$ cat src/rtl/ram_boot_loader.sv
// Boot sequencer: frames A5 + 32-bit word count + little-endian words from a byte stream into
// consecutive instruction RAM writes, holding the CPU in reset (rst_boot) while loading.
module ram_boot_loader #(
    parameter int unsigned DEPTH_WORDS  = 1024,
    parameter logic [31:0] BASE_ADDR    = 32'h0,
    parameter int unsigned WAIT_CYCLES  = 1000000,
    parameter int unsigned BYTE_TIMEOUT = 100000,
    parameter logic [7:0]  SYNC_BYTE    = 8'hA5
) (
    input  logic        clk,
    input  logic        rst,
    input  logic        rx_valid,
    input  logic [7:0]  rx_data,
    output logic        rx_ready,
    output logic        boot_req,
    output logic        boot_we,
    output logic [3:0]  boot_be,
    output logic [31:0] boot_addr,
    output logic [31:0] boot_wdata,
    input  logic        boot_gnt,
    output logic        rst_boot,
    output logic        boot_done,
    output logic        boot_err
);

    localparam logic [31:0] WAIT_LAST    = 32'(WAIT_CYCLES - 1);
    localparam logic [31:0] TIMEOUT_LAST = 32'(BYTE_TIMEOUT - 1);
    localparam logic [31:0] DEPTH_MAX    = 32'(DEPTH_WORDS);

    typedef enum logic [2:0] {
        S_WAIT, S_RUN, S_LEN, S_DATA, S_WRITE, S_DONE, S_ERR
    } state_t;

    state_t      state, state_next;
    logic [31:0] wait_cnt, wait_cnt_next;
    logic [31:0] gap_cnt, gap_cnt_next;
    logic [1:0]  byte_idx, byte_idx_next;
    logic [31:0] len, len_next;
    logic [31:0] count, count_next;
    logic [31:0] addr_next, wdata_next;
    logic        req_next, done_next, err_next, rst_boot_next;
    logic        accept, sync_hit;
    logic [31:0] len_full;

    assign rx_ready = (state == S_WAIT) || (state == S_RUN) ||
                      (state == S_LEN)  || (state == S_DATA);
    assign accept   = rx_valid && rx_ready;
    assign sync_hit = accept && (rx_data == SYNC_BYTE) &&
                      ((state == S_WAIT) || (state == S_RUN));
    assign len_full = {rx_data, len[23:0]};

    assign boot_we  = boot_req;
    assign boot_be  = boot_req ? 4'hF : 4'h0;

    always_ff @(posedge clk or posedge rst) begin
        if (rst) begin
            state      <= S_WAIT;
            wait_cnt   <= '0;
            gap_cnt    <= '0;
            byte_idx   <= '0;
            len        <= '0;
            count      <= '0;
            boot_addr  <= BASE_ADDR;
            boot_wdata <= '0;
            boot_req   <= 1'b0;
            boot_done  <= 1'b0;
            boot_err   <= 1'b0;
            rst_boot   <= 1'b1;
        end else begin
            state      <= state_next;
            wait_cnt   <= wait_cnt_next;
            gap_cnt    <= gap_cnt_next;
            byte_idx   <= byte_idx_next;
            len        <= len_next;
            count      <= count_next;
            boot_addr  <= addr_next;
            boot_wdata <= wdata_next;
            boot_req   <= req_next;
            boot_done  <= done_next;
            boot_err   <= err_next;
            rst_boot   <= rst_boot_next;
        end
    end

    always_comb begin
        state_next     = state;
        wait_cnt_next  = wait_cnt;
        gap_cnt_next   = gap_cnt;
        byte_idx_next  = byte_idx;
        len_next       = len;
        count_next     = count;
        addr_next      = boot_addr;
        wdata_next     = boot_wdata;
        req_next       = boot_req;
        done_next      = 1'b0;
        err_next       = boot_err;
        rst_boot_next  = rst_boot;

        case (state)
            S_WAIT: begin
                wait_cnt_next = wait_cnt + 32'd1;
                if (!sync_hit && (wait_cnt == WAIT_LAST)) begin
                    state_next    = S_RUN;
                    rst_boot_next = 1'b0;
                end
            end
            S_RUN: begin
                rst_boot_next = 1'b0;
            end
            S_LEN: begin
                if (accept) begin
                    gap_cnt_next = '0;
                    len_next[{byte_idx, 3'b000} +: 8] = rx_data;
                    byte_idx_next = byte_idx + 2'd1;
                    if (byte_idx == 2'd3) begin
                        if (len_full == 32'd0) begin
                            state_next = S_DONE;
                            done_next  = 1'b1;
                        end else if (len_full > DEPTH_MAX) begin
                            state_next = S_ERR;
                            err_next   = 1'b1;
                        end else begin
                            state_next = S_DATA;
                        end
                    end
                end else begin
                    gap_cnt_next = gap_cnt + 32'd1;
                    if (gap_cnt == TIMEOUT_LAST) begin
                        state_next = S_ERR;
                        err_next   = 1'b1;
                    end
                end
            end
            S_DATA: begin
                if (accept) begin
                    gap_cnt_next = '0;
                    wdata_next[{byte_idx, 3'b000} +: 8] = rx_data;
                    byte_idx_next = byte_idx + 2'd1;
                    if (byte_idx == 2'd3) begin
                        state_next = S_WRITE;
                        req_next   = 1'b1;
                    end
                end else begin
                    gap_cnt_next = gap_cnt + 32'd1;
                    if (gap_cnt == TIMEOUT_LAST) begin
                        state_next = S_ERR;
                        err_next   = 1'b1;
                    end
                end
            end
            S_WRITE: begin
                // A grant stall is legal here, so the byte gap counter is frozen.
                if (boot_gnt) begin
                    req_next     = 1'b0;
                    count_next   = count + 32'd1;
                    addr_next    = boot_addr + 32'd4;
                    gap_cnt_next = '0;
                    if ((count + 32'd1) == len) begin
                        state_next = S_DONE;
                        done_next  = 1'b1;
                    end else begin
                        state_next = S_DATA;
                    end
                end
            end
            S_DONE: begin
                state_next    = S_RUN;
                rst_boot_next = 1'b0;
            end
            S_ERR: begin
                state_next    = S_WAIT;
                wait_cnt_next = '0;
            end
            default: begin
                state_next = S_WAIT;
            end
        endcase

        // A new frame restarts from a clean slate and re-takes the RAM port.
        if (sync_hit) begin
            state_next    = S_LEN;
            err_next      = 1'b0;
            byte_idx_next = '0;
            count_next    = '0;
            len_next      = '0;
            gap_cnt_next  = '0;
            addr_next     = BASE_ADDR;
            rst_boot_next = 1'b1;
        end
    end

endmodule

$ cat config.mk
export PLATFORM = sky130hd
export DESIGN_NAME = ram_boot_loader
export DESIGN_NICKNAME = d
export VERILOG_FILES = /design/src/rtl/ram_boot_loader.sv
export SDC_FILE = /design/constraint.sdc
export NUM_CORES = 1
export LEC_CHECK = 0
export ABC_AREA = 0
export CELL_PAD_IN_SITES_DETAIL_PLACEMENT = 0
export CELL_PAD_IN_SITES_GLOBAL_PLACEMENT = 1
export CORE_UTILIZATION = 48
export CTS_CLUSTER_SIZE = 40
export DETAILED_ROUTE_END_ITERATION = 12
export HOLD_SLACK_MARGIN = 0.05
export PLACE_DENSITY_LB_ADDON = 0.1
export SYNTH_ARGS = -nofsm -noshare
export SYNTH_HDL_FRONTEND = slang
export SYNTH_SLANG_ARGS = --single-unit
$ cat constraint.sdc
create_clock -name clk -period 12.58 [get_ports clk]
set_clock_uncertainty 0.1 [all_clocks]
set_input_delay 2.516 -clock clk [delete_from_list [all_inputs] [get_ports clk]]
set_output_delay 2.516 -clock clk [all_outputs]
set_load 0.005 [all_outputs]
==> summary.txt, run 1 <==
Power
  – Power Total: 0.00180 W
  – Pwr dens: between 150 and 200 nW/um2
  – Max VDD drop: 0.105 mV
  – P_leak: 5.13 nW

Die
  – Initial Util: 49.1%
  – # IOs: 86
  – Die ar.: ~22000 um2
  – Site row count: 53
  – Die height: 149 um
  – Core ar.: roughly 21000 um2
  – Die Width: 149 um

Clock network
  – Clk_lat worst skew: 440 ps
  – Clk slew on worst S/H paths: 70 ps
  – H-tree Lvls: 4
  – Total CTS buffers: 17
  – Cells resized by post-CTS repair: 0
  – # hold bufs at CTS: 0
  – Max Buffers Root-to-Sink: 2
  – Clk sinks: between 150 and 200
  – Setup Fix Bufs, Post-CTS: 0
  – CTS tree: yes
  – CTS root buffer: clkbuf_16

Route
  – Pre-antenna DRT Iters: 5
  – DRT antenna net count: 0
  – Starting DRC count in detailed routing: 580
  – Via count: 8662
  – Final wirelength: 27.2 mm
  – DRC: 0
  – Vias per inst: between 5 and 6
  – Average routed wire per standard cell: 18.2 um

Global routing
  – Gr usage total: between 20% and 30%
  – Initial antenna violation count: 0
  – Largest net degree at the start of global routing: 131
  – Vias in the first global route: 8044
  – Met1 Track Usage GR: between 30% and 40%
  – Most used routing layer: met2
  – Global-route wire length before repair: 43.9 mm
  – Gr ovfl total: 0
  – GR met2 Demand/Resource: 38.2%
  – Met3 usage: 4.59%

Synth
  – Syn avg cell area: between 8 and 9 um2
  – FFs w/ async S/R, synth: 100%
  – Post-Synthesis Cells: about 1200
  – Synth area leaders: dfrtp_1 (48%), nand2_1 (6.3%), o21ai_0 (5.6%)
  – Synth cell types: 59
  – Synth Cell Area: slightly above 10000 um2
  – Synth area leader: dfrtp_1
  – Main synth FF type: dfrtp_1
  – Post-synth top area share: 47.8%
  – #FFs+latches synth: 199
  – YS warnings: 0
  – Number of flops mapped to enable cells by yosys: 0
  – Sequential share of the synthesized area: between 40% and 50%

Layout
  – Finished Layout Cells: 1494
  – Fin nets: 1229
  – Final Cell Area: 12000 um2
  – Share of layout cells above drive strength 1: 4.27%
  – FF+latch area: 4980 um2
  – Layout overhead on the synthesized area: 15.4%
  – Filler instances: 1915
  – Area occupied by multi-input gates: 5060 um2
  – N_diodes: 0

Placement
  – GPL Wtd Cong: between 0.8 and 0.9
  – DP HPWL: 19.2 mm
  – Placed Cells: 1464
  – Port bufs: 83
  – Placement-stage cell area: 11400 um2

STA
  – Setup-failing EPs final: 0
  – RSZ-0062 raised after global routing: false
  – Setup TNS: 0 ps
  – Final worst path period need: 5460 ps
  – Final Cycle Share: 43.4%
  – Worst-Margin Slew: 1120 ps
  – Slew HR: around a quarter
  – Fmax: 183 MHz
  – Hold Vio Cnt, Final: 0
  – Slew Viols, Final: 0

Critical path
  – Crit path largest cell delay: 640 ps
  – R2R cell count: 9
  – Worst-path cell with the longest stage delay: nor4_1
  – CP most frequent cell: nor2_1
  – Crit-path max FO: 18
  – Critical Path RT: 12800 ps
  – Crit-path cells: clkdlybuf4s50_1 > nor4_1 > nand4_1 > buf_4 > a31o_2 > nor2_1 > and2_1 > nand3_1 > xor2_1 > nor2_1
  – Crit end category: register
  – Startpoint types: primary input
  – Reg2reg end: gap_cnt[28]
  – Arrival time of the worst setup path: 5680 ps
  – Kind of critical path: in -> reg
  – Worst R2R Start: state[0]
  – Flop2flop setup slack: just under 9000 ps

Job
  – Max Cap Viol: 0

Worst hold path
  – Hold EP: wait_cnt[18]
  – Hold_sp: wait_cnt[18]
  – Hold depth: 1
  – Min-Delay Path Class: reg -> reg

Status
  – Status: complete, no violations
==> metal layers <==
metal  part of all wire [%]  wire [um]
met4                    1.2        314
met3                    4.2       1130
met1                     49      13300
met5                      0          0
met2                     46      12400
==> synth_stat cells (2+ instances only) <==
cell type / count
clkbuf_1: 45
o21ai_0: 116
a22o_1: 13
o31ai_1: 23
nor4_1: 21
and2_1: 14
buf_2: 6
mux2i_1: 4
and4_1: 17
or4_1: 4
and3b_1: 2
nand2b_1: 3
nor2b_1: 2
nor4b_1: 5
or2_2: 2
a21o_1: 2
o22ai_1: 2
buf_4: 7
a31oi_1: 10
inv_1: 17
o211ai_1: 7
nor2_1: 109
or3_1: 12
ha_1: 9
nor3_1: 12
buf_1: 2
xor2_1: 54
or4b_1: 2
dfrtp_1: 198
xnor2_1: 45
nand2_1: 174
nor3b_1: 6
mux2_2: 2
and3_1: 31
o41ai_1: 8
nand4_1: 35
nand3_1: 83
a21oi_1: 31
==> how the worst max path moves through the flow <==
stage	start	to	slack [ps]
final	rx_data[1]	gap_cnt[27]	7120
after detailed placement	rx_data[1]	gap_cnt[31]	6700
after CTS	rx_data[1]	gap_cnt[27]	7150
after global routing	rx_data[1]	gap_cnt[27]	6830
after global placement	rx_data[1]	gap_cnt[31]	6780
after floorplan	rst	boot_addr[10]	4540
==> cell type report <==
class                      instances  share of cell area (%)
clock buffer                      20                    3.82
multi-input combinational        881                    42.3
clock inverter                    10                    1.21
sequential                       199                    41.6
timing repair buffer              92                    7.51
tap                              275                    2.88
inverter                          17                   0.596
==> logic make-up after synthesis <==
group	synth area share [%]
AND/OR/NAND/NOR	25.5
AO/OA/AOI/OAI	13.2
flip-flops	48.1
XOR/XNOR	8.37
buffers and inverters	3.12
adder cells (fa/ha/maj)	1.09
multiplexers	0.604
other	0.0362
==> power breakdown <==
group,switching [W],total [W],internal (W)
clock,0.000247,0.000570,0.000323
combinational,0.000235,0.000420,0.000185
sequential,0.0000967,0.000812,0.000716
total,0.000579,0.00180,0.00122
==> critical path, delay by kind of cell <==
kind / cells / cell delay (ps)
simple gates: 6 / 1860
buf+inv: 2 / 840
xor+xnor: 1 / 140
compound gates: 1 / 310
==> metrics by stage <==
stage	hold WS [ps]	setup WS, ps	utilization [%]
4_1_cts	387	7150	56.7
3_3_place_gp	362	6780	53.9
3_5_place_dp	373	6700	53.9
2_1_floorplan	345	4540	-
5_1_grt	404	6830	56.7
6_report	382	7120	56.7
==> registers in the layout, indices dropped and copies added, names as in the netlist <==
| name | cells |
|---|---|
| boot_done | 1 |
| boot_wdata | 32 |
| boot_err | 1 |
| boot_req | 1 |
| rst_boot | 1 |
| count | 32 |
| boot_addr | 30 |
| wait_cnt | 32 |
| len | 32 |
| gap_cnt | 32 |
| byte_idx | 2 |
| state | 3 |
==> cell usage in the layout, fill, tap and decap left out, types with 16 or more instances in the layout <==
| master | Yosys | final |
|---|---|---|
| xnor2_1 | 45 | 45 |
| clkbuf_16 | 0 | 17 |
| a21oi_1 | 31 | 31 |
| clkdlybuf4s50_1 | 0 | 83 |
| dfrtp_1 | 198 | 198 |
| nand3_1 | 83 | 83 |
| nor4_1 | 21 | 21 |
| nor2_1 | 109 | 109 |
| inv_1 | 17 | 16 |
| o31ai_1 | 23 | 23 |
| and3_1 | 31 | 31 |
| o21ai_0 | 116 | 116 |
| and4_1 | 17 | 17 |
| xor2_1 | 54 | 54 |
| nand2_1 | 174 | 173 |
| nand4_1 | 35 | 35 |
No activity file was read; power rests on OpenSTA's default activity.
==> run 2: changes to the inputs <==
--- a/config.mk
+++ b/config.mk
@@ -8,7 +8,7 @@
 export ABC_AREA = 0
 export CELL_PAD_IN_SITES_DETAIL_PLACEMENT = 0
 export CELL_PAD_IN_SITES_GLOBAL_PLACEMENT = 1
-export CORE_UTILIZATION = 48
+export CORE_UTILIZATION = 45
 export CTS_CLUSTER_SIZE = 40
 export DETAILED_ROUTE_END_ITERATION = 12
 export HOLD_SLACK_MARGIN = 0.05
==> constraint.sdc (replaced) <==
create_clock -name clk -period 5.6 [get_ports clk]
set_clock_uncertainty 0.1 [all_clocks]
set_input_delay 1.12 -clock clk [delete_from_list [all_inputs] [get_ports clk]]
set_output_delay 1.12 -clock clk [all_outputs]
set_load 0.005 [all_outputs]
==> run 2 against run 1 <==
Compared with the run above:
- sequential power grew 120%
- worst hold slack better by 2.5 ps
- die area rose by 6.6%
- setup slack worse by 5400 ps
- total power increased by 130%
- global-route usage decreased by 1.4 points
- final cell count is 1.1% higher
- non-clock buffer count increased by 5
- sequential share of layout area shrank 0.27 points
- wire length is 0.47% higher
- critical path type unchanged
- largest cell class unchanged
- highest routed layer unchanged
==> summary.txt, run 2 (same netlist as run 1, synthesis figures left out) <==
Status
  – Status: complete, no violations

Route
  – Starting DRC count in detailed routing: between 600 and 700
  – Final wirelength: 27.3 mm
  – DRT antenna net count: 0
  – Via count: 8611
  – Average routed wire per standard cell: approximately 18 um
  – Vias per inst: 5.70
  – DRC: 0
  – Pre-antenna DRT Iters: 5

Clock network
  – Clk slew on worst S/H paths: ~80 ps
  – H-tree Lvls: 4
  – # hold bufs at CTS: 0
  – Total CTS buffers: 17
  – Clk sinks: 199
  – CTS tree: yes
  – CTS root buffer: clkbuf_16
  – Cells resized by post-CTS repair: 0
  – Clk_lat worst skew: between 400 and 500 ps
  – Setup Fix Bufs, Post-CTS: 0
  – Max Buffers Root-to-Sink: 2

Die
  – Die ar.: 23600 um2
  – Die Width: 154 um
  – Initial Util: a little under half
  – Core ar.: around 23000 um2
  – Site row count: 55
  – # IOs: 86
  – Die height: 154 um

Power
  – Pwr dens: 338 nW/um2
  – P_leak: 5.17 nW
  – Power Total: around 0.0041 W
  – Max VDD drop: 0.201 mV

STA
  – Slew Viols, Final: 0
  – Setup-failing EPs final: 0
  – Final worst path period need: 3890 ps
  – Slew HR: approximately a fifth
  – Worst-Margin Slew: 1200 ps
  – Final Cycle Share: 69.5%
  – Hold Vio Cnt, Final: 0
  – Setup TNS: 0 ps
  – Fmax: 257 MHz
  – RSZ-0062 raised after global routing: false

Critical path
  – Crit-path max FO: 10
  – Startpoint types: primary input
  – Critical Path RT: 5830 ps
  – Worst-path cell with the longest stage delay: nor4_1
  – Kind of critical path: in -> reg
  – Crit path largest cell delay: 780 ps
  – Crit end category: register
  – Arrival time of the worst setup path: 4120 ps
  – Crit-path cells: clkdlybuf4s50_1 > nor4_1 > nand4_1 > nand2_1 > nand4_1 > nor2_1 > nand3_1 > xor2_1 > nor2_1
  – Buf+Inv Stages, Crit Path: 1
  – Crit path max-delay family: simple AND/OR/NAND/NOR gates

Placement
  – Placement-stage cell area: 11400 um2
  – Port bufs: 83
  – DP HPWL: 19.5 mm
  – GPL Wtd Cong: 0.849
  – Placed Cells: 1479

Global routing
  – Gr ovfl total: 0
  – Vias in the first global route: between 8000 and 9000
  – Gr usage total: 24.0%
  – Initial antenna violation count: 0
  – Largest net degree at the start of global routing: about 110
  – Global-route wire length before repair: approximately 45 mm

Layout
  – Commonest non-fill, non-tap cells in the layout: dfrtp_1 (198), nand2_1 (173), o21ai_0 (116), nor2_1 (108)
  – Commonest non-fill, non-tap cell in the layout: dfrtp_1
  – Layout overhead on the synthesized area: 16.2%
  – Final core occ: 53.2%
  – Fin nets: 1234
  – Share of layout cells above drive strength 1: 4.89%
  – Finished Layout Cells: 1511
  – N_diodes: 0
  – Final Cell Area: 12000 um2
  – Filler instances: between 2000 and 2500

Worst hold path
  – Min-Delay Path Class: reg -> reg

Job
  – Max Cap Viol: 0
==> run 2: metal layers <==
metal	share of wire (%)	GRT usage (%)
met1	51	36.8
met3	3.7	3.64
met4	0.97	6.19
met5	0	0
met2	44	35.3
==> run 2: worst paths after layout <==
check	depth (start not counted)	slack (ps)	start	end
setup / recovery	9	1710	rx_data[6]	boot_addr[24]
setup reg to reg	8	2130	count[8]	boot_done
min in group asynchronous	2	1140	rst	boot_wdata[10]
max in group asynchronous	3	3190	rst	boot_addr[17]
hold reg to reg	1	380	wait_cnt[18]	wait_cnt[18]
hold / removal	1	380	wait_cnt[18]	wait_cnt[18]
==> run 2: report_power, final <==
group          switching, W  internal (W)
clock              0.000590      0.000718
combinational      0.000521      0.000421
sequential         0.000213       0.00161
total               0.00133       0.00275
==> run 2: per-stage QoR <==
stage / hold WS (ps) / setup slack [ps]
2_1_floorplan: 345 / 1810
3_3_place_gp: 364 / 1300
3_5_place_dp: 364 / 1230
4_1_cts: 380 / 1710
5_1_grt: 411 / 1310
6_report: 385 / 1710
==> run 2: worst register-to-register path, stage by stage, from the launching register on <==
cell	delay (ps)
dfrtp_1	540
nand4_1	270
or4_1	730
or4b_1	630
xnor2_1	170
nor2_1	120
nand4_1	160
nor4_1	420
a32o_1	240
==> run 2: area by class of cell <==
class | instances | area (um2) | share of cell area (%)
Clock buffer | 18 | 429 | 3.57
Clock inverter | 14 | 189 | 1.57
Inverter | 17 | 67.6 | 0.561
Multi-Input combinational cell | 881 | 5070 | 42.1
Sequential cell | 199 | 4980 | 41.4
Tap cell | 285 | 357 | 2.96
Timing Repair Buffer | 97 | 948 | 7.88
